==> src/rtl/instr_fetch.sv <==
// Instruction fetch stage: owns the PC, reads instruction memory one word at a time and
// buffers a single fetched instruction for the decoder. A redirect flushes in-flight work.
module instr_fetch #(
  parameter int          ADDR_W   = 32,
  parameter logic [ADDR_W-1:0] RESET_PC = '0
) (
  input  logic              clk,
  input  logic              rst,
  input  logic              en,
  input  logic              redirect,
  input  logic [ADDR_W-1:0] redirect_pc,
  output logic              imem_req,
  output logic [ADDR_W-1:0] imem_addr,
  input  logic [31:0]       imem_rdata,
  input  logic              imem_rvalid,
  output logic [31:0]       instr,
  output logic [ADDR_W-1:0] instr_pc,
  output logic              instr_valid,
  input  logic              instr_ready,
  output logic [ADDR_W-1:0] pc
);

  typedef enum logic [1:0] {
    IDLE  = 2'd0,
    WAIT  = 2'd1,
    HOLD  = 2'd2,
    DRAIN = 2'd3
  } state_t;

  localparam logic [31:0] NOP = 32'h0000_0013;

  state_t            state;
  logic [ADDR_W-1:0] redirect_aligned;

  assign redirect_aligned = {redirect_pc[ADDR_W-1:2], 2'b00};

  always_ff @(posedge clk) begin
    if (rst) begin
      state       <= IDLE;
      pc          <= RESET_PC;
      imem_req    <= 1'b0;
      imem_addr   <= RESET_PC;
      instr       <= NOP;
      instr_pc    <= RESET_PC;
      instr_valid <= 1'b0;
    end else if (redirect) begin
      // A request already on the bus must still be answered, so WAIT goes to DRAIN
      // unless the response arrives in this very cycle.
      pc          <= redirect_aligned;
      instr_valid <= 1'b0;
      imem_req    <= 1'b0;
      case (state)
        WAIT:    state <= imem_rvalid ? IDLE : DRAIN;
        DRAIN:   state <= imem_rvalid ? IDLE : DRAIN;
        default: state <= IDLE;
      endcase
    end else begin
      case (state)
        IDLE: begin
          if (en) begin
            imem_req  <= 1'b1;
            imem_addr <= pc;
            state     <= WAIT;
          end
        end
        WAIT: begin
          if (imem_rvalid) begin
            instr       <= imem_rdata;
            instr_pc    <= pc;
            instr_valid <= 1'b1;
            pc          <= pc + ADDR_W'(4);
            imem_req    <= 1'b0;
            state       <= HOLD;
          end
        end
        HOLD: begin
          if (instr_ready) begin
            instr_valid <= 1'b0;
            if (en) begin
              imem_req  <= 1'b1;
              imem_addr <= pc;
              state     <= WAIT;
            end else begin
              state <= IDLE;
            end
          end
        end
        DRAIN: begin
          if (imem_rvalid) begin
            state <= IDLE;
          end
        end
        default: state <= IDLE;
      endcase
    end
  end

endmodule
==> config.mk <==
export PLATFORM = sky130hd
export DESIGN_NAME = instr_fetch
export DESIGN_NICKNAME = d
export VERILOG_FILES = /design/src/rtl/instr_fetch.sv
export SDC_FILE = /design/constraint.sdc
export NUM_CORES = 1
export LEC_CHECK = 0
export ABC_CLOCK_PERIOD_IN_PS = 4900
export CORE_MARGIN = 4
export CORE_UTILIZATION = 48
export DETAILED_ROUTE_END_ITERATION = 8
export GPL_TIMING_DRIVEN = 0
export PLACE_DENSITY = 0.86
export SLEW_MARGIN = 20
export SYNTH_ARGS = -nofsm -noshare
export SYNTH_HDL_FRONTEND = slang
export SYNTH_SLANG_ARGS = --single-unit
==> constraint.sdc <==
create_clock -name clk -period 4.9 [get_ports clk]
set_input_delay 0.98 -clock clk [delete_from_list [all_inputs] [get_ports clk]]
set_output_delay 0.98 -clock clk [all_outputs]
set_load 0.01 [all_outputs]
==> metrics <==
outcome completed; DR WL/cell 17.7 µm; nets 959; fin worst setup slack 1.71 ns; IO Count 200; post-placement cell count 1005; core footprint 10500 µm²; Final Skew 0.00616 ns; Crit-path slowest cell nor4_2; Post-DP HPWL 13300 µm; H-tree levels 4; crit-path max FO 10; Post-synth EDFFs 0; most frequent cells in the layout nand2_1, clkdlybuf4s50_1, dfxtp_1, a21oi_1, clkbuf_1; CTS Buf Count 17; Clock transition at path regs 0.06 ns; starting DRC count in detailed routing 704; period utilisation layout 65.2%; area grow syn2layout 52.1%; crit path kind input port to flop; VDD IR max 197 µV; CP arrival 3.56 ns; Cell Area, Synth 5250 µm²; DRC 0; CTS root buf clkbuf_8; Avg Synthesized Cell Area 7.79 µm²; setup bufs post-CTS 0; Synth Register Bits 126; clock buffer depth 2; crit path cell chain clkdlybuf4s50_1 -> nand4b_1 -> nor4_2 -> buf_2 -> a311oi_1 -> a2111oi_0; Slew HR 44.4%; Rows 37; Routed WL 18300 µm; Hold Worst Slack 0.454 ns; Lkg Pwr 2.73 nW; antenna cells 0; Async SR Flop Fraction 0%; die area 12700 µm²; Synth Flop Type dfxtp_1; CTS Hold Bufs 0; max cap viols 0; final setup violating endpoints 0; vias 5852; largest net degree at the start of global routing 17; post-synth cell types 45; TritonRoute pass-1 iters 6; Setup crit end kind flop; Power, Total 2.71 mW; non-filler instance count after layout 1037; initial antenna violation count 0; post-cts sizing count 0; largest cells by area after synthesis dfxtp_1, nand2_1, a21oi_1, clkbuf_1, a211oi_1; final slew viol count 0; IO buf count 190; Initial Util 50.2%; clk_lat worst skew 0.52 ns; first-pass GRT wire length 29400 µm; post-synth top area share 48.1%; number of global-route vias before repair 5830; min Tclk post-route 3.19 ns; Worst EP required 5.27 ns; gr usage total 28.5%; Core Util, Final 76.3%; setup TNS 0 ns; YS warnings 0; Final Hold Viols 0; RSZ-0062 raised after global routing no; Placer Congestion 0.860; final instance area 7980 µm²; largest area contributor in the netlist dfxtp_1; FILL cells 732; Worst-Margin Slew 0.831 ns; Post-Synthesis Cells 674; sequential area share after synthesis 48.1%; antenna viol nets, final 0; Die Ht 113 µm; Critical Path Start Type input port; DR vias/cell 5.64; grt ovf 0; HP Class flop to flop; TritonCTS Sinks 126; CTS tree yes; Setup WS pre-CTS 1.29 ns; commonest non-fill, non-tap cell in the layout nand2_1; Die X 113 µm; share of layout cells above drive strength 1 4.99%; CP max stage delay 0.75 ns; FMAX 313 MHz; PD cells 340 nW/µm²; Placed Area 7340 µm²
worst max-delay path, delay by kind of cell:
family | cells | cell delay (ns)
AND/OR/NAND/NOR | 2 | 1.05
buffers and inverters | 2 | 0.96
AO/OA/AOI/OAI | 2 | 0.57
layer usage:
metal  share of wire (%)  global-route usage (%)  vias up
met5                   0                       0        -
met1                  39                    33.6     2728
li1                    -                       -     2722
met4                 2.1                    10.2        0
met3                  10                    10.4       42
met2                  48                    47.7      360
flip-flops by register name (all words and copies together) (netlist names):
register     flops
instr_pc        30
imem_addr       30
state            2
pc              30
instr_valid      1
instr           32
imem_req         1
report_power, final:
group | switching [mW] | internal, mW
combinational | 0.134 | 0.141
sequential | 0.0438 | 1.06
clock | 0.445 | 0.889
total | 0.623 | 2.09
area by class of cell:
class / count / area (µm²) / area share (%)
clock buffer: 21 / 439 / 5.50
inverter: 20 / 75.1 / 0.941
clock inverter: 11 / 189 / 2.37
sequential: 126 / 2520 / 31.6
multi-input combinational: 476 / 2440 / 30.6
timing repair buffer: 190 / 1900 / 23.8
buffer: 57 / 243 / 3.04
tap: 136 / 170 / 2.13
logic make-up (layout without fill, tap and decap cells):
logic type	Yosys count	in the layout	synth area share [%]
flip-flops	126	126	48.1
other	1	6	0.0715
adder cells (fa/ha/maj)	1	1	0.238
XOR/XNOR	9	9	1.50
AO/OA/AOI/OAI	145	145	16.6
AND/OR/NAND/NOR	315	315	27.5
buffers and inverters	77	299	6.06
cell usage after synthesis (6+ instances only):
cell and number:
a2111oi_0 9, a211oi_1 15, a21oi_1 96, a311oi_1 7
and4_1 10, buf_4 6, clkbuf_1 41, dfxtp_1 126
inv_1 20, nand2_1 202, nand3_1 9, nand4_1 8
nor2_1 29, nor2b_1 6, nor3_1 15, nor4_1 11
xnor2_1 7
path summary, 6_finish.rpt:
| kind | startpoint | end | slack [ns] | cells past startpoint |
|---|---|---|---|---|
| max | imem_rvalid | pc[22]$_SDFFE_PP0P_ | 1.71 | 6 |
| min | instr_pc[25]$_SDFFE_PP0P_ | instr_pc[25]$_SDFFE_PP0P_ | 0.45 | 2 |
| max reg2reg | pc[2]$_SDFFE_PP0P_ | pc[22]$_SDFFE_PP0P_ | 2.11 | 6 |
| min reg2reg | instr_pc[25]$_SDFFE_PP0P_ | instr_pc[25]$_SDFFE_PP0P_ | 0.45 | 2 |
(Power assumes the default switching activity.)
